==> src/rtl/gem_ext_fifo_rx.sv <==
// gem_ext_fifo_rx
//   Receive-side GEM external FIFO bridge. Takes the byte-write stream the GEM
//   MAC drives on its external Rx FIFO interface and replays it as an
//   AXI4-Stream master frame. A small data FIFO absorbs sink backpressure.
//   When the FIFO fills mid-frame, the frame is truncated with an error mark
//   and the rest of it is dropped. Also echoes the GEM DMA Rx status toggle.
//
//   Ports
//     clk, rst              clock, asynchronous active-high reset
//     gem_rx_w_*            MAC write side: data/wr/sop/eop/err/flush/status,
//                           overflow back to the MAC
//     gem_dma_rx_end_tog    per-frame toggle from MAC
//     gem_dma_rx_status_tog echoed toggle to MAC
//     m_axis_*              AXI4-Stream master (tdata/tvalid/tready/tlast/tuser)
//     drop_cnt              saturating count of truncated frames
//
//   Optional feature, macro GEM_EXT_FIFO_RX_STATUS_EN:
//     adds rx_status[44:0] and rx_status_valid; the status word is captured on
//     every accepted eop and rx_status_valid pulses for one cycle.
//
//   FIFO_DEPTH counts the output stage as well as the memory, so at most
//   FIFO_DEPTH bytes are ever buffered; the last slot is kept for a frame
//   terminator.
module gem_ext_fifo_rx #(
  parameter int FIFO_DEPTH = 64
) (
  input  logic        clk,
  input  logic        rst,
  input  logic [7:0]  gem_rx_w_data,
  input  logic        gem_rx_w_wr,
  input  logic        gem_rx_w_sop,
  input  logic        gem_rx_w_eop,
  input  logic        gem_rx_w_err,
  input  logic        gem_rx_w_flush,
  input  logic [44:0] gem_rx_w_status,
  output logic        gem_rx_w_overflow,
  input  logic        gem_dma_rx_end_tog,
  output logic        gem_dma_rx_status_tog,
  output logic [7:0]  m_axis_tdata,
  output logic        m_axis_tvalid,
  input  logic        m_axis_tready,
  output logic        m_axis_tlast,
  output logic        m_axis_tuser,
`ifdef GEM_EXT_FIFO_RX_STATUS_EN
  output logic [44:0] rx_status,
  output logic        rx_status_valid,
`endif
  output logic [15:0] drop_cnt
);

  localparam int AW = $clog2(FIFO_DEPTH);
  localparam logic [AW+1:0] OCC_LIM = (AW+2)'(FIFO_DEPTH - 1);

  typedef enum logic [1:0] {S_IDLE = 2'd0, S_FRAME = 2'd1, S_DROP = 2'd2} state_t;

  state_t        state, state_n;
  logic [9:0]    mem [FIFO_DEPTH];
  logic [AW:0]   wr_ptr, rd_ptr, mem_cnt;
  logic [AW+1:0] occ;
  logic          mem_empty, mem_full, load_out;
  logic [7:0]    hold_p0;
  logic          push_req, push_en, hold_load, drop_inc, ovf_set, ovf_clr, eop_acc;
  logic [9:0]    push_entry;
  logic          end_tog_p0, end_tog_p1;

  assign mem_cnt   = wr_ptr - rd_ptr;
  // Occupancy includes the byte parked in the output register.
  assign occ       = {1'b0, mem_cnt} + (AW+2)'(m_axis_tvalid);
  assign mem_empty = (mem_cnt == '0);
  assign mem_full  = mem_cnt[AW];
  assign load_out  = !mem_empty && (!m_axis_tvalid || m_axis_tready);
  // Only reachable after a back-to-back terminator; the new frame has not
  // pushed anything yet, so suppressing the write loses no partial frame.
  assign push_en   = push_req && !mem_full;

  // Write-side FSM: next state and push decisions
  always_comb begin
    state_n    = state;
    push_req   = 1'b0;
    push_entry = '0;
    hold_load  = 1'b0;
    drop_inc   = 1'b0;
    ovf_set    = 1'b0;
    ovf_clr    = 1'b0;
    eop_acc    = 1'b0;
    if (gem_rx_w_flush) begin
      state_n = S_IDLE;
      ovf_clr = 1'b1;
    end else begin
      case (state)
        S_IDLE: begin
          if (gem_rx_w_wr && gem_rx_w_sop) begin
            hold_load = 1'b1;
            state_n   = S_FRAME;
          end
        end
        S_FRAME: begin
          if (gem_rx_w_eop) begin
            push_req   = 1'b1;
            push_entry = {hold_p0, 1'b1, gem_rx_w_err};
            eop_acc    = 1'b1;
            state_n    = S_IDLE;
          end else if (gem_rx_w_wr && gem_rx_w_sop) begin
            // Missing eop: close the old frame as bad, start the new one.
            push_req   = 1'b1;
            push_entry = {hold_p0, 1'b1, 1'b1};
            hold_load  = 1'b1;
          end else if (gem_rx_w_wr) begin
            push_req = 1'b1;
            if (occ < OCC_LIM) begin
              push_entry = {hold_p0, 1'b0, 1'b0};
              hold_load  = 1'b1;
            end else begin
              push_entry = {hold_p0, 1'b1, 1'b1};
              drop_inc   = 1'b1;
              ovf_set    = 1'b1;
              state_n    = S_DROP;
            end
          end
        end
        S_DROP: begin
          if (gem_rx_w_eop) begin
            ovf_clr = 1'b1;
            eop_acc = 1'b1;
            state_n = S_IDLE;
          end
        end
        default: state_n = S_IDLE;
      endcase
    end
  end

  always_ff @(posedge clk or posedge rst) begin
    if (rst) state <= S_IDLE;
    else     state <= state_n;
  end

  // Stage p0: hold register and FIFO memory write
  always_ff @(posedge clk) begin
    if (hold_load) hold_p0 <= gem_rx_w_data;
    if (push_en)   mem[wr_ptr[AW-1:0]] <= push_entry;
  end

  // Stage p1: pointers, registered read stage, overflow and drop counter
  always_ff @(posedge clk or posedge rst) begin
    if (rst) begin
      wr_ptr            <= '0;
      rd_ptr            <= '0;
      m_axis_tvalid     <= 1'b0;
      m_axis_tdata      <= '0;
      m_axis_tlast      <= 1'b0;
      m_axis_tuser      <= 1'b0;
      gem_rx_w_overflow <= 1'b0;
      drop_cnt          <= '0;
    end else begin
      if (gem_rx_w_flush) begin
        wr_ptr        <= '0;
        rd_ptr        <= '0;
        m_axis_tvalid <= 1'b0;
      end else begin
        if (push_en) wr_ptr <= wr_ptr + (AW+1)'(1);
        if (load_out) begin
          rd_ptr <= rd_ptr + (AW+1)'(1);
          {m_axis_tdata, m_axis_tlast, m_axis_tuser} <= mem[rd_ptr[AW-1:0]];
          m_axis_tvalid <= 1'b1;
        end else if (m_axis_tready) begin
          m_axis_tvalid <= 1'b0;
        end
      end
      if (ovf_clr)      gem_rx_w_overflow <= 1'b0;
      else if (ovf_set) gem_rx_w_overflow <= 1'b1;
      if (drop_inc && (drop_cnt != 16'hFFFF)) drop_cnt <= drop_cnt + 16'd1;
    end
  end

  // DMA status toggle: sync copy, then compare against the previous copy
  always_ff @(posedge clk or posedge rst) begin
    if (rst) begin
      end_tog_p0            <= 1'b0;
      end_tog_p1            <= 1'b0;
      gem_dma_rx_status_tog <= 1'b0;
    end else begin
      end_tog_p0 <= gem_dma_rx_end_tog;
      end_tog_p1 <= end_tog_p0;
      if (end_tog_p0 != end_tog_p1) gem_dma_rx_status_tog <= ~gem_dma_rx_status_tog;
    end
  end

`ifdef GEM_EXT_FIFO_RX_STATUS_EN
  always_ff @(posedge clk or posedge rst) begin
    if (rst) begin
      rx_status       <= '0;
      rx_status_valid <= 1'b0;
    end else begin
      rx_status_valid <= eop_acc;
      if (eop_acc) rx_status <= gem_rx_w_status;
    end
  end
`else
  logic unused_status;
  assign unused_status = ^{gem_rx_w_status, eop_acc};
`endif

endmodule

==> config.mk <==
export PLATFORM = sky130hd
export DESIGN_NAME = gem_ext_fifo_rx
export DESIGN_NICKNAME = d
export VERILOG_FILES = /design/src/rtl/gem_ext_fifo_rx.sv
export SDC_FILE = /design/constraint.sdc
export NUM_CORES = 1
export LEC_CHECK = 0
export ABC_AREA = 1
export CAP_MARGIN = 20
export CORE_ASPECT_RATIO = 2
export CORE_MARGIN = 2
export CORE_UTILIZATION = 38
export CTS_CLUSTER_DIAMETER = 150
export DETAILED_ROUTE_END_ITERATION = 7
export RECOVER_POWER = 50
export SLEW_MARGIN = 20
export SYNTH_ARGS = -nofsm -noshare
export SYNTH_HDL_FRONTEND = slang
export SYNTH_SLANG_ARGS = --single-unit
==> constraint.sdc <==
create_clock -name clk -period 8.95 [get_ports clk]
set_clock_uncertainty 0.15 [all_clocks]
set_input_delay 2.2375 -clock clk [delete_from_list [all_inputs] [get_ports clk]]
set_output_delay 2.2375 -clock clk [all_outputs]
set_load 0.01 [all_outputs]
==> results of run 1 <==
## metrics by stage
stage	power (mW)	setup WS (ns)	std cells	utilization [%]
floorplan	4.465	3.924	2359	-
global placement	4.874	2.454	3227	39.97
detailed placement	4.887	2.375	3227	39.97
CTS	7.534	3.042	3338	42.69
global route	7.771	1.485	3340	42.65
finish	7.471	1.762	3340	42.65
## power groups by stage
stage / Combinational, mW / Sequential (mW) / Clock, mW
CTS: 1.21 / 3.61 / 2.71
global route: 1.32 / 3.62 / 2.83
finish: 1.19 / 3.61 / 2.67
global placement: 1.19 / 3.68 / 0
detailed placement: 1.20 / 3.68 / 0
floorplan: 0.815 / 3.65 / 0
## how the worst max path moves through the flow
stage	endpoint	slack (ns)	startpoint
2_1_floorplan	mem[0][2]	3.92	gem_rx_w_flush
3_3_place_gp	mem[12][0]	2.45	gem_rx_w_flush
3_5_place_dp	mem[36][3]	2.37	gem_rx_w_flush
4_1_cts	mem[36][0]	3.04	gem_rx_w_flush
5_1_grt	mem[22][8]	1.49	gem_rx_w_flush
6_report	mem[22][8]	1.76	gem_rx_w_flush
## critical path, delay by kind of cell
kind	cells	cell delay, ns
compound gates	1	0.24
buf+inv	5	3.98
simple gates	3	0.47
## logic make-up after synthesis
logic type | Yosys count | share of synthesized area (%)
AOI/OAI and AO/OA | 526 | 10.36
xor gates and xnor gates | 22 | 0.6772
adders and majority gates | 12 | 0.5540
buffers and inverters | 205 | 3.074
DFF | 695 | 72.52
and+or+nand+nor | 899 | 12.82
## cells in the final DEF (no fill, tap or decap), types with 3 or more instances in the layout
master	n
a21oi_1	28
buf_4	17
bufinv_16	5
clkbuf_1	22
clkbuf_16	63
clkbuf_8	9
clkdlybuf4s50_1	5
clkinv_1	15
clkinv_2	4
dfrtp_1	44
dlygate4sd3_1	40
edfxtp_1	648
ha_1	11
inv_1	61
nand2_1	263
nand3_1	102
nand3b_1	6
nand4_1	24
nor2_1	481
nor2_4	9
nor3_1	8
nor4_1	3
o211ai_1	74
o21ai_0	328
o21ai_1	3
o221ai_1	4
o22ai_1	85
xnor2_1	9
xor2_1	13
## state kept, by name (all words and copies together), names as in the netlist
signal and count:
state 2, m_axis_tlast 1, drop_cnt 16, gem_rx_w_overflow 1, m_axis_tvalid 1, gem_dma_rx_status_tog 1, end_tog_p0 1, hold_p0 8
wr_ptr 7, mem 640, rd_ptr 7, m_axis_tdata 8, end_tog_p1 1, m_axis_tuser 1
## metal layers
metal,GRT usage [%],vias to the layer above,part of all wire [%]
met2,29.68,637,48
met1,25.39,8959,42
li1,-,8495,-
met5,0,-,0
met3,2.335,116,6.4
met4,6.015,0,3.2
## cell type report
type | count | area [um2] | share of cell area (%)
tap | 936 | 1171 | 3.689
clock buffer | 88 | 1760 | 5.545
sequential | 695 | 20640 | 65.03
inverter | 68 | 262.8 | 0.8277
timing repair buffer | 71 | 668.1 | 2.105
clock inverter | 23 | 264.0 | 0.8316
multi-input combinational | 1459 | 6977 | 21.98
==> qor.yml, run 1 <==
setup_path:
  critPathRequiredTime_ns: 8.73
  slowest_stage: "clkbuf_1"
  start_kind: "primary input"
  crit_path_end_kind: "flop"
  rr_endpoint: "mem[18][1]"
  cpPeakStageDelay_ns: 2.43
  critical_path_peak_fanout: 64
  crit_chain: "dlygate4sd3_1 -> inv_1 -> nand2_1 -> nor2_1 -> inv_1 -> a21oi_1 -> inv_1 -> nor2_4 -> clkbuf_1"
  path_class: "primary input to flop"
  rr_startpoint: "rd_ptr[1]"
  cp.arrival_ns: 6.97
  r2r_slack_ns: 2.15
  crit_path_frequent_cell: "inv_1"
  reg2reg_depth: 14
synth:
  syn_area_per_cell_um2: 12.06
  ys.flop_type: "edfxtp_1"
  synth_top_area_cell: "edfxtp_1"
  ys.warnings.count: 0
  netlist_top_cells_area: "edfxtp_1, nor2_1, o21ai_0"
  synth_nets: 2433
  ys_seq_area_share_pct: 72.52
  async_reset_ff_share_pct: 6.763
  synthTopCellsByCount: "edfxtp_1, nor2_1, o21ai_0"
  synthCells: 2359
  synth_edf_count: 648
  netlist_area_um2: 28450
  synth.distinct_cells: 38
  ys_ff_latch: 695
  synth_top_cell_area_share_pct: 68.38
  yosysMostFrequentCell: "edfxtp_1"
sta:
  finalHoldViolCount: 0
  fin_tns_setup_ns: 0
  worst_pin_slew_ns: 3.440
  post-route-period-util_pct: 80.32
  rsz0062_at_grt: "no"
  setup_viol: 0
  whs_ns: 0.2427
  slew_headroom_pct: -129.4
  drv_slew: 398
  min_period_ns: 7.188
  fmax_mhz: 139.1
clock_tree:
  clock_latency_ns: 0.65
  cts_sinks: 695
  post_cts_buffers: 0
  post_cts_resized: 0
  cts_tree: "done"
  clockBufferDepth: 3
  cts_max_level: 2
  clkTransAtPathRegs_ns: 0.07
  ctsHoldBuffers: 0
  cts_buffers: 61
  root_buffer: "clkbuf_16"
place:
  detailed_place.area_um2: 29750
  hpwl_mm: 39.97
  gp_congestion: 0.8319
  io_buffers: 45
final_layout:
  n_antenna_cell: 0
  fin_nets: 2430
  area_growth_pct: 11.57
  fillers: 6802
  final_area_um2: 31750
  drive_above_1_share_pct: 5.033
floorplanning:
  die_h_um: 391.0
  chipWidth_um: 197.5
  die-area_um2: 77220
  rows: 142
  initial_core_util_pct: 38.22
  boundaryPins: 91
  core-area_um2: 74440
grt:
  grt_pass1_vias: 17338
  antenna_found_initial: 0
  grt_pass1_wl_mm: 106.6
  overflow: 0
  grt_max_degree: 202
  grt_usage_pct: 18.26
power:
  ir_drop_mv: 0.2015
  switching_share_pct: 27.59
  p_per_area_nw_per_um2: 235.3
  internal_power_mw: 5.410
  power.share.clock_pct: 35.7
  p_leak_nw: 10.82
  p_switching_mw: 2.061
  p_comb_share_pct: 15.9
  seq_power_share_pct: 48.4
worst_hold_path:
  hp-class: "flop to flop"
  min_delay_worst_endpoint: "end_tog_p1"
  min_path_cells: 0
  hp-start: "end_tog_p0"
status:
  violations: "max-capacitance violations, max-slew violations"
  outcome: "complete, but fails checks"
routing:
  firstDrtPassIters: 6
  vias: 18207
  wl_mm: 70.76
  vias_per_cell: 5.451
  wire_per_inst_um: 21.19
  drt_iter0_markers: 1689
  route.detailed.drc: 0
  ant_nets: 0
flow_run:
  max_cap_viol_count: 8
No activity file was read; power rests on OpenSTA's default activity.
==> run 2: changes to the inputs <==
==> constraint.sdc (replaced) <==
create_clock -name clk -period 6.5 [get_ports clk]
set_clock_uncertainty 0.15 [all_clocks]
set_input_delay 1.625 -clock clk [delete_from_list [all_inputs] [get_ports clk]]
set_output_delay 1.625 -clock clk [all_outputs]
set_load 0.01 [all_outputs]
==> run 2 against run 1 <==
  * The flow still finishes with violations (max-capacitance violations, max-slew violations)
  * Combinational power is 42% higher
  * Largest cell class unchanged
  * Worst setup slack lost 0.79 ns
  * Non-clock buffer count up 61
  * Total power increased by 38%
  * First-iteration DRC count is 7.6% lower
  * Die area is the same
  * Via count increased by 1.3%
  * Flip-flop and latch count did not move
  * Sequential share of layout area decreased by 0.80 points
  * Final cell count grew 1.9%
==> qor.yml, run 2 (synthesized netlist as in run 1, its figures left out) <==
routing:
  wire_per_inst_um: 21.23  # +0.19%
  ant_nets: 0  # unchanged
  firstDrtPassIters: 5  # -1
  vias_per_cell: 5.416  # -0.64%
  route.detailed.drc: 0  # unchanged
  wl_mm: 72.25  # +2.1%
  vias: 18437  # +1.3%
  drt_iter0_markers: 1561  # -7.6%
final_layout:
  largest_reg_flops: 640  # unchanged
  fin_nets: 2491  # +2.5%
  final_cell_mix: "edfxtp_1, nor2_1, o21ai_0"
  n_antenna_cell: 0  # unchanged
  final_common_cell: "edfxtp_1"
  seq_area_um2: 20640  # about the same
  drive_above_1_share_pct: 7.010  # +2.0 points
  multi_input_area_um2: 6970  # about the same
  fillers: 6817  # +0.22%
  area_growth_pct: 12.93
clock_tree:
  clockBufferDepth: 3  # unchanged
  ctsHoldBuffers: 0  # unchanged
  cts_tree: "done"
  clock_latency_ns: 0.65  # about the same
  cts_max_level: 2  # unchanged
  cts_buffers: 61  # unchanged
  clkTransAtPathRegs_ns: 0.06  # about the same
  post_cts_buffers: 0  # unchanged
  cts_sinks: 695  # unchanged
  root_buffer: "clkbuf_16"
  post_cts_resized: 0  # unchanged
power:
  p_leak_nw: 11.16  # +3.1%
  ir_drop_mv: 0.2890  # +43%
  p_total_mw: 10.29  # +38%
  p_per_area_nw_per_um2: 320.2  # +36%
setup_path:
  rr_endpoint: "mem[25][5]"
  crit_start: "rd_ptr[0]"
  slowest_stage: "dfrtp_1"
  cp.arrival_ns: 5.63  # -1.34 ns
  crit_path_end_kind: "flop"
  start_kind: "flop"
  path_class: "flop to flop"
  worst-path-stages: 12  # +3
  r2r_slack_ns: 0.98  # -1.17 ns
  crit_chain: "ha_1 -> inv_1 -> fa_1 -> nand3_1 -> nand2_1 -> nand2_1 -> nand3b_1 -> nand2_2 -> nand2_1 -> nor2_1 -> nand2_1 -> nor2_1"
  cpPeakStageDelay_ns: 1.84  # -0.59 ns
  critPathRequiredTime_ns: 6.61  # -2.12 ns
  critPathCapture: "mem[25][5]"
  reg2reg_depth: 12  # -2
  critical_path_peak_fanout: 58  # -9.4%
  crit_path_frequent_cell: "nand2_1"
  crit_family: "simple AND/OR/NAND/NOR gates"
  path_buf_inv: 1  # -4
  rr_startpoint: "rd_ptr[0]"
sta:
  post-route-period-util_pct: 84.98
  finalHoldViolCount: 0  # unchanged
  slew_headroom_pct: -79.57  # +50 points
  fin_tns_setup_ns: 0  # unchanged
  drv_slew: 368  # -7.5%
  timing.final.ws_setup_ns: 0.9765  # -0.7852 ns
  min_period_ns: 5.523
  rsz0062_at_grt: "no"
  setup_viol: 0  # unchanged
  worst_pin_slew_ns: 2.694  # -0.7468 ns
  fmax_mhz: 181.0
place:
  hpwl_mm: 41.81  # +4.6%
  io_buffers: 45  # unchanged
  preCtsSetupSlack_ns: 0.9552  # -1.420 ns
  gp_congestion: 0.8463  # +1.7%
floorplanning:
  rows: 142  # unchanged
  initial_core_util_pct: 38.22  # unchanged
  core-area_um2: 74440  # unchanged
  chipWidth_um: 197.5  # unchanged
  die_h_um: 391.0  # unchanged
  die-area_um2: 77220  # unchanged
  boundaryPins: 91  # unchanged
worst_hold_path:
  hp-class: "flop to flop"
grt:
  grt_usage_pct: 18.66  # +0.40 points
  grt_pass1_vias: 17738  # +2.3%
  antenna_found_initial: 0  # unchanged
  grt_max_degree: 212  # +5.0%
  overflow: 0  # unchanged
  grt_pass1_wl_mm: 108.8  # +2.1%
status:
  outcome: "complete, but fails checks"
  violations: "max-capacitance violations, max-slew violations"
flow_run:
  max_cap_viol_count: 8  # unchanged
run 2: changes by cell type in the layout (fill, tap and decap cells not counted), moves of 2 or more:
cell,change
buf_4,+45
clkbuf_8,-8
clkinv_2,+8
clkinv_1,+7
clkbuf_1,+6
clkbuf_2,+4
buf_12,+3
bufinv_16,+3
clkbuf_16,-2
inv_1,-2
nor2_1,+2
nor2_4,-2
run 2: cell type report:
type / count / area share (%)
inverters: 68 / 0.8216
well taps: 936 / 3.644
multi-input cells: 1459 / 21.69
flip-flops and latches: 695 / 64.23
repair buffers: 132 / 3.411
clock buffers: 74 / 4.933
clock inverters: 40 / 1.269
run 2: how the worst min path moves through the flow:
stage	cells past startpoint	slack, ns	end	startpoint
global placement	0	0.23	end_tog_p1	end_tog_p0
floorplan	0	0.22	end_tog_p1	end_tog_p0
global route	0	0.27	end_tog_p1	end_tog_p0
CTS	0	0.26	end_tog_p1	end_tog_p0
detailed placement	0	0.24	end_tog_p1	end_tog_p0
finish	0	0.25	end_tog_p1	end_tog_p0
run 2: per-stage QoR:
step           instances  cell area [um2]  hold WS [ns]  utilization, %
3_3_place_gp        3290            30270        0.2309           40.66
4_1_cts             3404            32260        0.2573           43.33
6_report            3404            32130        0.2503           43.17
3_5_place_dp        3290            30270        0.2352           40.66
2_1_floorplan       2359            28450        0.2227               -
5_1_grt             3404            32130        0.2711           43.17
run 2: metal layers:
layer | track usage [%] | vias up | wire length [um]
met5 | 0 | - | 0
met4 | 5.359 | 0 | 2008
met3 | 2.197 | 113 | 4102
met2 | 31.40 | 566 | 35460
met1 | 25.46 | 9142 | 30680
li1 | - | 8616 | -
run 2: report_power, final:
part	leakage, nW	switching, mW	total (mW)	internal, mW
clock	0.973	1.61	3.66	2.05
sequential	6.72	0.0574	4.95	4.89
combinational	3.46	1.19	1.69	0.492
